File: src/rtl/seq_int_div_if.sv
// Start/ready request and done/result bundle for the sequential divider.
interface seq_int_div_if #(
  parameter int WIDTH = 8
);
  logic             start;
  logic [WIDTH-1:0] dividend;
  logic [WIDTH-1:0] divisor;
  logic             ready;
  logic             done;
  logic [WIDTH-1:0] quotient;
  logic [WIDTH-1:0] remainder;
  logic             div_by_zero;
  logic             overflow;

  modport master (
    output start, dividend, divisor,
    input  ready, done, quotient, remainder, div_by_zero, overflow
  );

  modport slave (
    input  start, dividend, divisor,
    output ready, done, quotient, remainder, div_by_zero, overflow
  );
endinterface

File: src/rtl/seq_int_div.sv
// Restoring shift-subtract divider: one quotient bit per cycle on magnitudes,
// sign correction in a final FIX cycle; truncates toward zero.
module seq_int_div #(
  parameter int WIDTH  = 8,
  parameter bit SIGNED = 1
) (
  input logic         clk,
  input logic         rst_n,
  seq_int_div_if.slave bus
);
  localparam int CW = $clog2(WIDTH + 1);

  typedef enum logic [1:0] {IDLE, CALC, FIX, DONE} state_t;

  state_t                  state, state_next;
  logic [CW-1:0]           count;
  logic [WIDTH:0]          rem;
  logic [WIDTH-1:0]        quo;
  logic [WIDTH-1:0]        mag_d;
  logic [WIDTH-1:0]        dividend_l;
  logic                    q_neg, r_neg, dz, ov;
  logic [WIDTH+1:0]        shifted;
  logic signed [WIDTH+1:0] trial;
  logic                    accept;
  logic [WIDTH-1:0]        quotient, remainder;
  logic                    div_by_zero, overflow;

  function automatic logic [WIDTH-1:0] magnitude(input logic [WIDTH-1:0] v);
    if (SIGNED && v[WIDTH-1]) return -v;
    return v;
  endfunction

  function automatic logic [WIDTH-1:0] apply_sign(input logic [WIDTH-1:0] v,
                                                  input logic             neg);
    return neg ? -v : v;
  endfunction

  assign accept = (state == IDLE) && bus.start;

  // The partial remainder never exceeds the divisor magnitude, so the top bit
  // of shifted stays zero and the sign of trial is a clean borrow flag.
  assign shifted = {rem, quo[WIDTH-1]};
  assign trial   = $signed(shifted) - $signed({2'b00, mag_d});

  always_ff @(posedge clk) begin
    if (!rst_n) state <= IDLE;
    else        state <= state_next;
  end

  always_comb begin
    state_next = state;
    case (state)
      IDLE: if (bus.start) state_next = CALC;
      CALC: if (count == CW'(1)) state_next = FIX;
      FIX:  state_next = DONE;
      DONE: state_next = IDLE;
      default: state_next = IDLE;
    endcase
  end

  always_ff @(posedge clk) begin
    if (!rst_n)              count <= '0;
    else if (accept)         count <= CW'(WIDTH);
    else if (state == CALC)  count <= count - CW'(1);
  end

  // Working datapath: loaded on acceptance, iterated in CALC
  always_ff @(posedge clk) begin
    if (accept) begin
      mag_d      <= magnitude(bus.divisor);
      quo        <= magnitude(bus.dividend);
      rem        <= '0;
      dividend_l <= bus.dividend;
      q_neg      <= SIGNED && (bus.dividend[WIDTH-1] ^ bus.divisor[WIDTH-1]);
      r_neg      <= SIGNED && bus.dividend[WIDTH-1];
      dz         <= (bus.divisor == '0);
      ov         <= SIGNED && (bus.dividend == {1'b1, {(WIDTH-1){1'b0}}})
                           && (bus.divisor == '1);
    end else if (state == CALC) begin
      rem <= trial[WIDTH+1] ? shifted[WIDTH:0] : trial[WIDTH:0];
      quo <= {quo[WIDTH-2:0], ~trial[WIDTH+1]};
    end
  end

  // FIX: sign correction and status; overflow falls out of the magnitude path
  always_ff @(posedge clk) begin
    if (!rst_n) begin
      quotient    <= '0;
      remainder   <= '0;
      div_by_zero <= 1'b0;
      overflow    <= 1'b0;
    end else if (state == FIX) begin
      if (dz) begin
        quotient  <= '1;
        remainder <= dividend_l;
      end else begin
        quotient  <= apply_sign(quo, q_neg);
        remainder <= apply_sign(rem[WIDTH-1:0], r_neg);
      end
      div_by_zero <= dz;
      overflow    <= ov;
    end
  end

  assign bus.ready       = (state == IDLE);
  assign bus.done        = (state == DONE);
  assign bus.quotient    = quotient;
  assign bus.remainder   = remainder;
  assign bus.div_by_zero = div_by_zero;
  assign bus.overflow    = overflow;
endmodule

File: src/flat_wrapper.sv
// flat-port wrapper written by rule: the top's interface ports become plain ports
module seq_int_div_flat 
#(
  parameter int WIDTH  = 8,
  parameter bit SIGNED = 1
)
  (clk, rst_n, bus_start, bus_dividend, bus_divisor, bus_ready, bus_done, bus_quotient, bus_remainder, bus_div_by_zero, bus_overflow);
  seq_int_div_if #(.WIDTH(WIDTH)) bus_i ();
  input logic clk;
  input logic rst_n;
  input wire logic [$bits(bus_i.start)-1:0] bus_start;
  input wire logic [$bits(bus_i.dividend)-1:0] bus_dividend;
  input wire logic [$bits(bus_i.divisor)-1:0] bus_divisor;
  output wire logic [$bits(bus_i.ready)-1:0] bus_ready;
  output wire logic [$bits(bus_i.done)-1:0] bus_done;
  output wire logic [$bits(bus_i.quotient)-1:0] bus_quotient;
  output wire logic [$bits(bus_i.remainder)-1:0] bus_remainder;
  output wire logic [$bits(bus_i.div_by_zero)-1:0] bus_div_by_zero;
  output wire logic [$bits(bus_i.overflow)-1:0] bus_overflow;
  assign bus_i.start = bus_start;
  assign bus_i.dividend = bus_dividend;
  assign bus_i.divisor = bus_divisor;
  assign bus_ready = bus_i.ready;
  assign bus_done = bus_i.done;
  assign bus_quotient = bus_i.quotient;
  assign bus_remainder = bus_i.remainder;
  assign bus_div_by_zero = bus_i.div_by_zero;
  assign bus_overflow = bus_i.overflow;
  seq_int_div #(.WIDTH(WIDTH), .SIGNED(SIGNED)) u_core (.clk(clk), .rst_n(rst_n), .bus(bus_i));
endmodule
File: config.mk
export PLATFORM = sky130hd
export DESIGN_NAME = seq_int_div_flat
export DESIGN_NICKNAME = d
export VERILOG_FILES = /design/src/rtl/seq_int_div_if.sv /design/src/rtl/seq_int_div.sv /design/src/flat_wrapper.sv
export SDC_FILE = /design/constraint.sdc
export NUM_CORES = 1
export LEC_CHECK = 0
export BUFFER_PORTS_ARGS = -buffer_cell sky130_fd_sc_hd__buf_2
export CAP_MARGIN = 10
export CORE_MARGIN = 2
export CORE_UTILIZATION = 50
export CTS_CLUSTER_SIZE = 10
export DETAILED_ROUTE_END_ITERATION = 8
export GPL_TIMING_DRIVEN = 0
export PLACE_DENSITY = 0.7
export SYNTH_ARGS = -nofsm -noshare
export SYNTH_HDL_FRONTEND = slang
export SYNTH_SLANG_ARGS = --single-unit
File: constraint.sdc
create_clock -name clk -period 2.5 [get_ports clk]
set_input_delay 0 -clock clk [delete_from_list [all_inputs] [get_ports clk]]
set_output_delay 0 -clock clk [all_outputs]
set_load 0.03 [all_outputs]
==> results of run 1 <==
-- kinds of logic after synthesis --
kind of cell             after synthesis
AO/OA/AOI/OAI                         82
XOR/XNOR                              31
adder cells (fa/ha/maj)               20
buffers and inverters                 43
flip-flops                            60
multiplexers                          14
AND/OR/NAND/NOR                       95
-- synthesized netlist by cell type, drive strengths merged --
cell type   n
o2111ai     1
nor4b       1
nor2       14
clkbuf     14
edfxtp     27
o31ai       9
nand3       3
a21o        1
xnor2      21
a21oi      12
nand4       1
nand3b      1
o211ai      2
o221ai      2
xor2       10
a31oi       4
o21ai      25
a211oi      1
nor4        1
nand2b     12
o31a        1
buf         3
a21boi      5
dfxtp      33
nor3        2
mux2i      14
nor2b      12
fa          1
inv        26
o311ai      2
o21a        4
nand4b      5
or4         4
nand2      33
o41ai       3
o221a       7
or4b        1
or3         5
ha         19
o211a       3
-- power by group through the flow --
| stage | combinational (mW) | sequential (mW) | clock (mW) |
|---|---|---|---|
| after floorplan | 1.52 | 1.78 | 0 |
| final | 2.19 | 1.71 | 0.953 |
| after detailed placement | 2.14 | 1.72 | 0 |
| after global routing | 2.44 | 1.75 | 1.01 |
| after CTS | 2.18 | 1.70 | 0.976 |
| after global placement | 2.08 | 1.70 | 0 |
-- final cells by class --
cell class	count	area (sq um)
fillers	548	2400
multi-input cells	242	1740
flip-flops and latches	60	1470
repair buffers	52	330
clock buffers	10	128
inverters	26	97.6
well taps	77	96.3
clock inverters	6	88.8
plain buffers	17	68.8
-- metal layers --
metal,share of wire,up-vias
met5,0,-
met4,0.0042,0
met3,0.044,2
met2,0.48,60
met1,0.47,1295
li1,-,1360
-- flip-flops by register name, indices dropped and copies added (netlist names) --
signal and cells:
u_core.quo 8, u_core.r_neg 1, u_core.ov 1, u_core.dividend_l 7, u_core.state 2, u_core.bus.quotient 8
u_core.bus.remainder 8, u_core.bus.overflow 1, u_core.rem 9, u_core.bus.div_by_zero 1, u_core.count 4, u_core.mag_d 8
u_core.dz 1, u_core.q_neg 1
-- how the worst min path moves through the flow --
| stage | cells past startpoint | startpoint | to | slack (ns) |
|---|---|---|---|---|
| after floorplan | 0 | bus_dividend[0] | u_core.dividend_l[0]$_DFFE_PP_ | 0.1 |
| after global placement | 1 | bus_dividend[7] | u_core.r_neg$_DFFE_PP_ | 0.19 |
| after detailed placement | 1 | bus_dividend[7] | u_core.r_neg$_DFFE_PP_ | 0.19 |
| after CTS | 2 | bus_divisor[3] | u_core.mag_d[3]$_DFFE_PP_ | 0.008 |
| after global routing | 2 | bus_divisor[3] | u_core.mag_d[3]$_DFFE_PP_ | 0.04 |
| final | 2 | bus_divisor[3] | u_core.mag_d[3]$_DFFE_PP_ | 0.02 |
-- worst register-to-register path: cells and delay by family, from the launching register on --
kind / cells / cell delay, ns
AO/OA/AOI/OAI: 4 / 0.72
XOR/XNOR: 1 / 0.20
flip-flops: 1 / 0.41
buffers and inverters: 1 / 0.24
multiplexers: 1 / 0.24
adder cells (fa/ha/maj): 1 / 0.32
-- timing repair --
| item | in CTS | in global routing |
|---|---|---|
| hold endpoints to repair | 17 | 0 |
| hold buffers | 14 | 0 |
| pin swaps | 0 | 0 |
| endpoints found under the setup margin | 2 | 8 |
| resized for setup | 1 | 3 |
==> results.py, run 1 <==
metrics = {
    "status": {
        "outcome": "finished, final reports clean",
    },
    "logic_synthesis": {
        "synth_top_family_by_area": "compound AO/OA/AOI/OAI gates",
        "syn_avg_cell_area_sq_um": 9.75,
        "synthTopCellsByArea": "edfxtp_1 (24%), dfxtp_1 (20%), ha_1 (7.1%)",
        "synth-seq-cells": 60,
        "syn-cell-area_sq_um": 3360,
        "synthDistinctLibCells": 43,
        "synth_top_cell_area_share": 0.241,
        "synth-simple-area-share": 0.148,
        "muxShareOfSynthArea": 0.0417,
        "syn_nets": 384,
        "synth_fa_ha_area_frac": 0.0766,
        "synthCells": 345,
        "seq_area_frac_synth": 0.437,
        "synth_compound_area_frac": 0.167,
        "ys.warnings.count": 0,
        "synth_top_cell_by_area": "edfxtp_1",
        "synth_xor_area_frac": 0.0807,
    },
    "layout": {
        "syn2layout_area_growth_pct": 19.5,
        "stdcell_area_sq_um": 4020,
        "fin_util": 0.626,
        "num_antenna_cells": 0,
        "layout_common_cells": "buf_2 (39), nand2_1 (33), dfxtp_1 (32)",
        "fin_cells": 490,
        "drive_gt1_frac": 0.160,
        "nets": 447,
        "final_common_cell": "buf_2",
    },
    "placement": {
        "dpl.hpwl_microns": 5470,
        "place_congestion": 0.882,
        "placed_area_sq_um": 3650,
        "io_buffers": 38,
        "dp_cells": 460,
        "dp_slack_ns": 0.0173,
    },
    "detailed_routing": {
        "ant_nets": 0,
        "drcViolationCount": 0,
        "viasPerCell": 5.54,
        "wl_microns": 7460,
        "wire_per_inst_microns": 15.2,
        "drtIter0Drc": 173,
        "num_vias": 2717,
        "dr.pass1.iters": 4,
    },
    "floorplan": {
        "rows": 29,
        "die_x_microns": 86.0,
        "chipHeight_microns": 86.0,
        "start_util": 0.524,
        "ios": 39,
        "dieArea_sq_um": 7400,
        "core_sq_um": 6420,
    },
    "pwr": {
        "pwr-share-comb": 0.452,
        "leakage_nw": 1.64,
        "switching_share": 0.406,
        "peakVddDrop_v": 0.000543,
        "power.internal_mw": 2.88,
        "p_total_mw": 4.85,
        "p_seq_frac": 0.352,
        "clockPowerShare": 0.196,
        "p_per_area_nw_per_um2": 1210,
        "switchingPower_mw": 1.97,
    },
    "timing": {
        "fin_setup_tns_ns": 0,
        "max-slew-margin-rel": 0.440,
        "worst_slack_ns": 0.235,
        "skew_ns": 0.0124,
        "hold_slack_ns": 0.0238,
        "hold_viol": 0,
        "slew_viol_final": 0,
        "setup_viol": 0,
        "period_needed_ns": 2.27,
        "rsz0062_at_grt": "false",
        "worst_pin_slew_ns": 0.839,
        "fin_crit_sh": 0.906,
        "fmax_mhz": 441,
    },
    "grt": {
        "grtUsageTotal": 0.218,
        "top_usage_layer": "met2",
        "antenna_found_initial": 0,
        "groute.layer.met2.usage": 0.351,
        "grtUsageMet1": 0.292,
        "gr-total-overflow": 0,
        "grt_max_degree": 23,
        "grt_pass1_vias": 2609,
        "grt_pass1_wl_microns": 12600,
        "met3_usage": 0.0481,
    },
    "clock_network": {
        "insertion_delay_ns": 0.34,
        "cts_tree": "done",
        "clock_sinks": 60,
        "cts_max_level": 3,
        "cts_setup_buffers": 0,
        "cts_made_buffers": 9,
        "clk_pin_slew_ns": 0.06,
        "clk_path_buf_depth": 2,
        "clk_root_buffer_cell": "clkbuf_8",
    },
    "worst_setup_path": {
        "cp_cell_sequence": "ha_1, a21oi_2, o221ai_1, a31oi_2, xnor2_1, buf_4, mux2i_1, a21oi_1",
        "cp_max_fo": 10,
        "crit_end": "u_core.rem[5]$_SDFFE_PP0P_",
        "endpoint_kind": "register",
        "rr_worst_depth": 8,
        "path_delay_family": "compound AO/OA/AOI/OAI gates",
        "regToRegStartpoint": "u_core.rem[3]$_SDFFE_PP0P_",
        "worstSetupPathType": "reg -> reg",
        "setup.worst_path.start_class": "register",
        "arrival_ns": 2.47,
        "path_depth": 8,
        "required_ns": 2.70,
        "path_buf_inv": 1,
        "reg2reg_to": "u_core.rem[5]$_SDFFE_PP0P_",
        "reg2reg_slack_ns": 0.23,
        "startpoint": "u_core.rem[3]$_SDFFE_PP0P_",
        "cp_slowest_cell": "dfxtp_2",
        "critPathMaxStageDelay_ns": 0.41,
    },
    "flow_run": {
        "drv_cap": 0,
    },
    "hold_path": {
        "hold_class": "in -> reg",
    },
}
Power figures use the tool's default switching activity.
==> run 2: changes to the inputs <==
--- a/config.mk
+++ b/config.mk
@@ -11,8 +11,8 @@
 export CORE_UTILIZATION = 50
 export CTS_CLUSTER_SIZE = 10
 export DETAILED_ROUTE_END_ITERATION = 8
-export GPL_TIMING_DRIVEN = 0
 export PLACE_DENSITY = 0.7
+export REMOVE_ABC_BUFFERS = 1
 export SYNTH_ARGS = -nofsm -noshare
 export SYNTH_HDL_FRONTEND = slang
 export SYNTH_SLANG_ARGS = --single-unit
==> results.py, run 2 (synthesis gave the netlist of run 1 again) <==
metrics = {
    "status": {
        "outcome": "finished, final reports clean",
    },
    "worst_setup_path": {
        "setup.worst_path.start_class": "register",
        "endpoint_kind": "register",
        "arrival_ns": 2.41,
        "reg2reg_slack_ns": 0.30,
        "required_ns": 2.70,
        "worstSetupPathType": "reg -> reg",
        "cp_max_fo": 12,
    },
    "detailed_routing": {
        "num_vias": 2603,
        "ant_nets": 0,
        "viasPerCell": 5.48,
        "wire_per_inst_microns": 14.6,
        "wl_microns": 6930,
        "drcViolationCount": 0,
        "drtIter0Drc": 113,
        "dr.pass1.iters": 4,
    },
    "floorplan": {
        "die_x_microns": 86.0,
        "start_util": 0.524,
        "dieArea_sq_um": 7400,
        "rows": 29,
        "core_sq_um": 6420,
        "ios": 39,
        "chipHeight_microns": 86.0,
    },
    "pwr": {
        "peakVddDrop_v": 0.000611,
        "leakage_nw": 1.61,
        "p_per_area_nw_per_um2": 1170,
    },
    "flow_run": {
        "drv_cap": 0,
    },
    "timing": {
        "worst_pin_slew_ns": 0.566,
        "fin_setup_tns_ns": 0,
        "hold_viol": 0,
        "period_needed_ns": 2.20,
        "max-slew-margin-rel": 0.622,
        "fin_crit_sh": 0.880,
        "setup_viol": 0,
        "slew_viol_final": 0,
        "rsz0062_at_grt": "false",
        "fmax_mhz": 454,
        "skew_ns": 0.00956,
    },
    "hold_path": {
        "hold_class": "in -> reg",
    },
    "grt": {
        "antenna_found_initial": 0,
        "grt_pass1_vias": 2472,
        "grtUsageTotal": 0.203,
        "grt_max_degree": 23,
        "gr-total-overflow": 0,
        "grt_pass1_wl_microns": 11600,
    },
    "clock_network": {
        "insertion_delay_ns": 0.34,
        "cts_tree": "done",
        "cts_setup_buffers": 0,
        "cts_max_level": 3,
        "clock_sinks": 60,
        "clk_pin_slew_ns": 0.07,
        "clk_root_buffer_cell": "clkbuf_8",
        "clk_path_buf_depth": 2,
        "cts_made_buffers": 9,
    },
    "layout": {
        "fin_cells": 475,
        "syn2layout_area_growth_pct": 15.9,
        "nets": 432,
        "final_common_cell": "buf_2",
        "num_antenna_cells": 0,
        "largest_reg_flops": 9,
        "regMostFlops": "u_core.rem",
        "drive_gt1_frac": 0.158,
        "layout_common_cells": "buf_2 (38), nand2_1 (33), dfxtp_1 (33)",
    },
    "placement": {
        "dp_cells": 448,
        "dpl.hpwl_microns": 4960,
        "io_buffers": 38,
        "place_congestion": 0.828,
    },
}
==> run 2: cell count changes in the layout (fill, tap and decap cells not counted), moves of 2 or more <==
cell           change
dlygate4sd3_1      -3
bufinv_16          -2
clkbuf_1          -11
clkinvlp_4         -2
buf_4              +3
==> run 2: routing by layer <==
metal | global-route usage | routed length [microns]
met1 | 0.270 | 3290
met2 | 0.318 | 3210
met3 | 0.0423 | 266
met4 | 0.0895 | 165
met5 | 0 | 0
==> run 2: worst max-delay path, cell delays in order (launching register included) <==
cell and delay, ns:
dfxtp_1 0.44, ha_1 0.33, a21oi_1 0.24, o221ai_1 0.16, a31oi_1 0.26, xnor2_1 0.15, buf_4 0.21, nand4b_1 0.14
o311ai_0 0.14
==> run 2: final cells by class <==
type | count | area [sq um]
Tap cell | 77 | 96.3
Multi-Input combinational cell | 242 | 1730
Fill cell | 565 | 2520
Sequential cell | 60 | 1470
Clock buffer | 13 | 139
Clock inverter | 3 | 16.3
Inverter | 26 | 97.6
Timing Repair Buffer | 54 | 350
==> run 2: repair_timing <==
| item | CTS | global route |
|---|---|---|
| hold buffers | 11 | 0 |
| hold endpoints to repair | 11 | 0 |
| gates resized for setup | 0 | 0 |
==> run 2: report_power, final <==
part	total [mW]	internal [mW]	switching, mW
Combinational	2.13	0.920	1.21
Clock	0.730	0.358	0.371
Sequential	1.70	1.41	0.291
==> run 2: final timing paths <==
| path | endpoint | depth (start not counted) | startpoint |
|---|---|---|---|
| worst min-delay path | u_core.mag_d[3]$_DFFE_PP_ | 2 | bus_divisor[3] |
| worst max-delay path | u_core.rem[0]$_SDFFE_PP0P_ | 8 | u_core.rem[3]$_SDFFE_PP0P_ |
| worst max register to register | u_core.rem[0]$_SDFFE_PP0P_ | 8 | u_core.rem[3]$_SDFFE_PP0P_ |
| worst min register to register | u_core.bus.remainder[7]$_SDFFE_PN0P_ | 2 | u_core.bus.remainder[7]$_SDFFE_PN0P_ |
==> run 2: per-stage QoR <==
| step | hold slack [ns] | utilization | instance area, sq um | total power, mW | worst slack, ns |
|---|---|---|---|---|---|
| 2_1_floorplan | 0.0989 | - | 3300 | 3.26 | 0.334 |
| 3_3_place_gp | 0.214 | 0.566 | 3630 | 3.78 | 0.417 |
| 3_5_place_dp | 0.210 | 0.566 | 3630 | 3.85 | 0.341 |
| 4_1_cts | 0.0116 | 0.607 | 3900 | 4.59 | 0.327 |
| 5_1_grt | 0.0458 | 0.607 | 3900 | 4.94 | 0.0533 |
| 6_report | 0.0314 | 0.607 | 3900 | 4.57 | 0.299 |
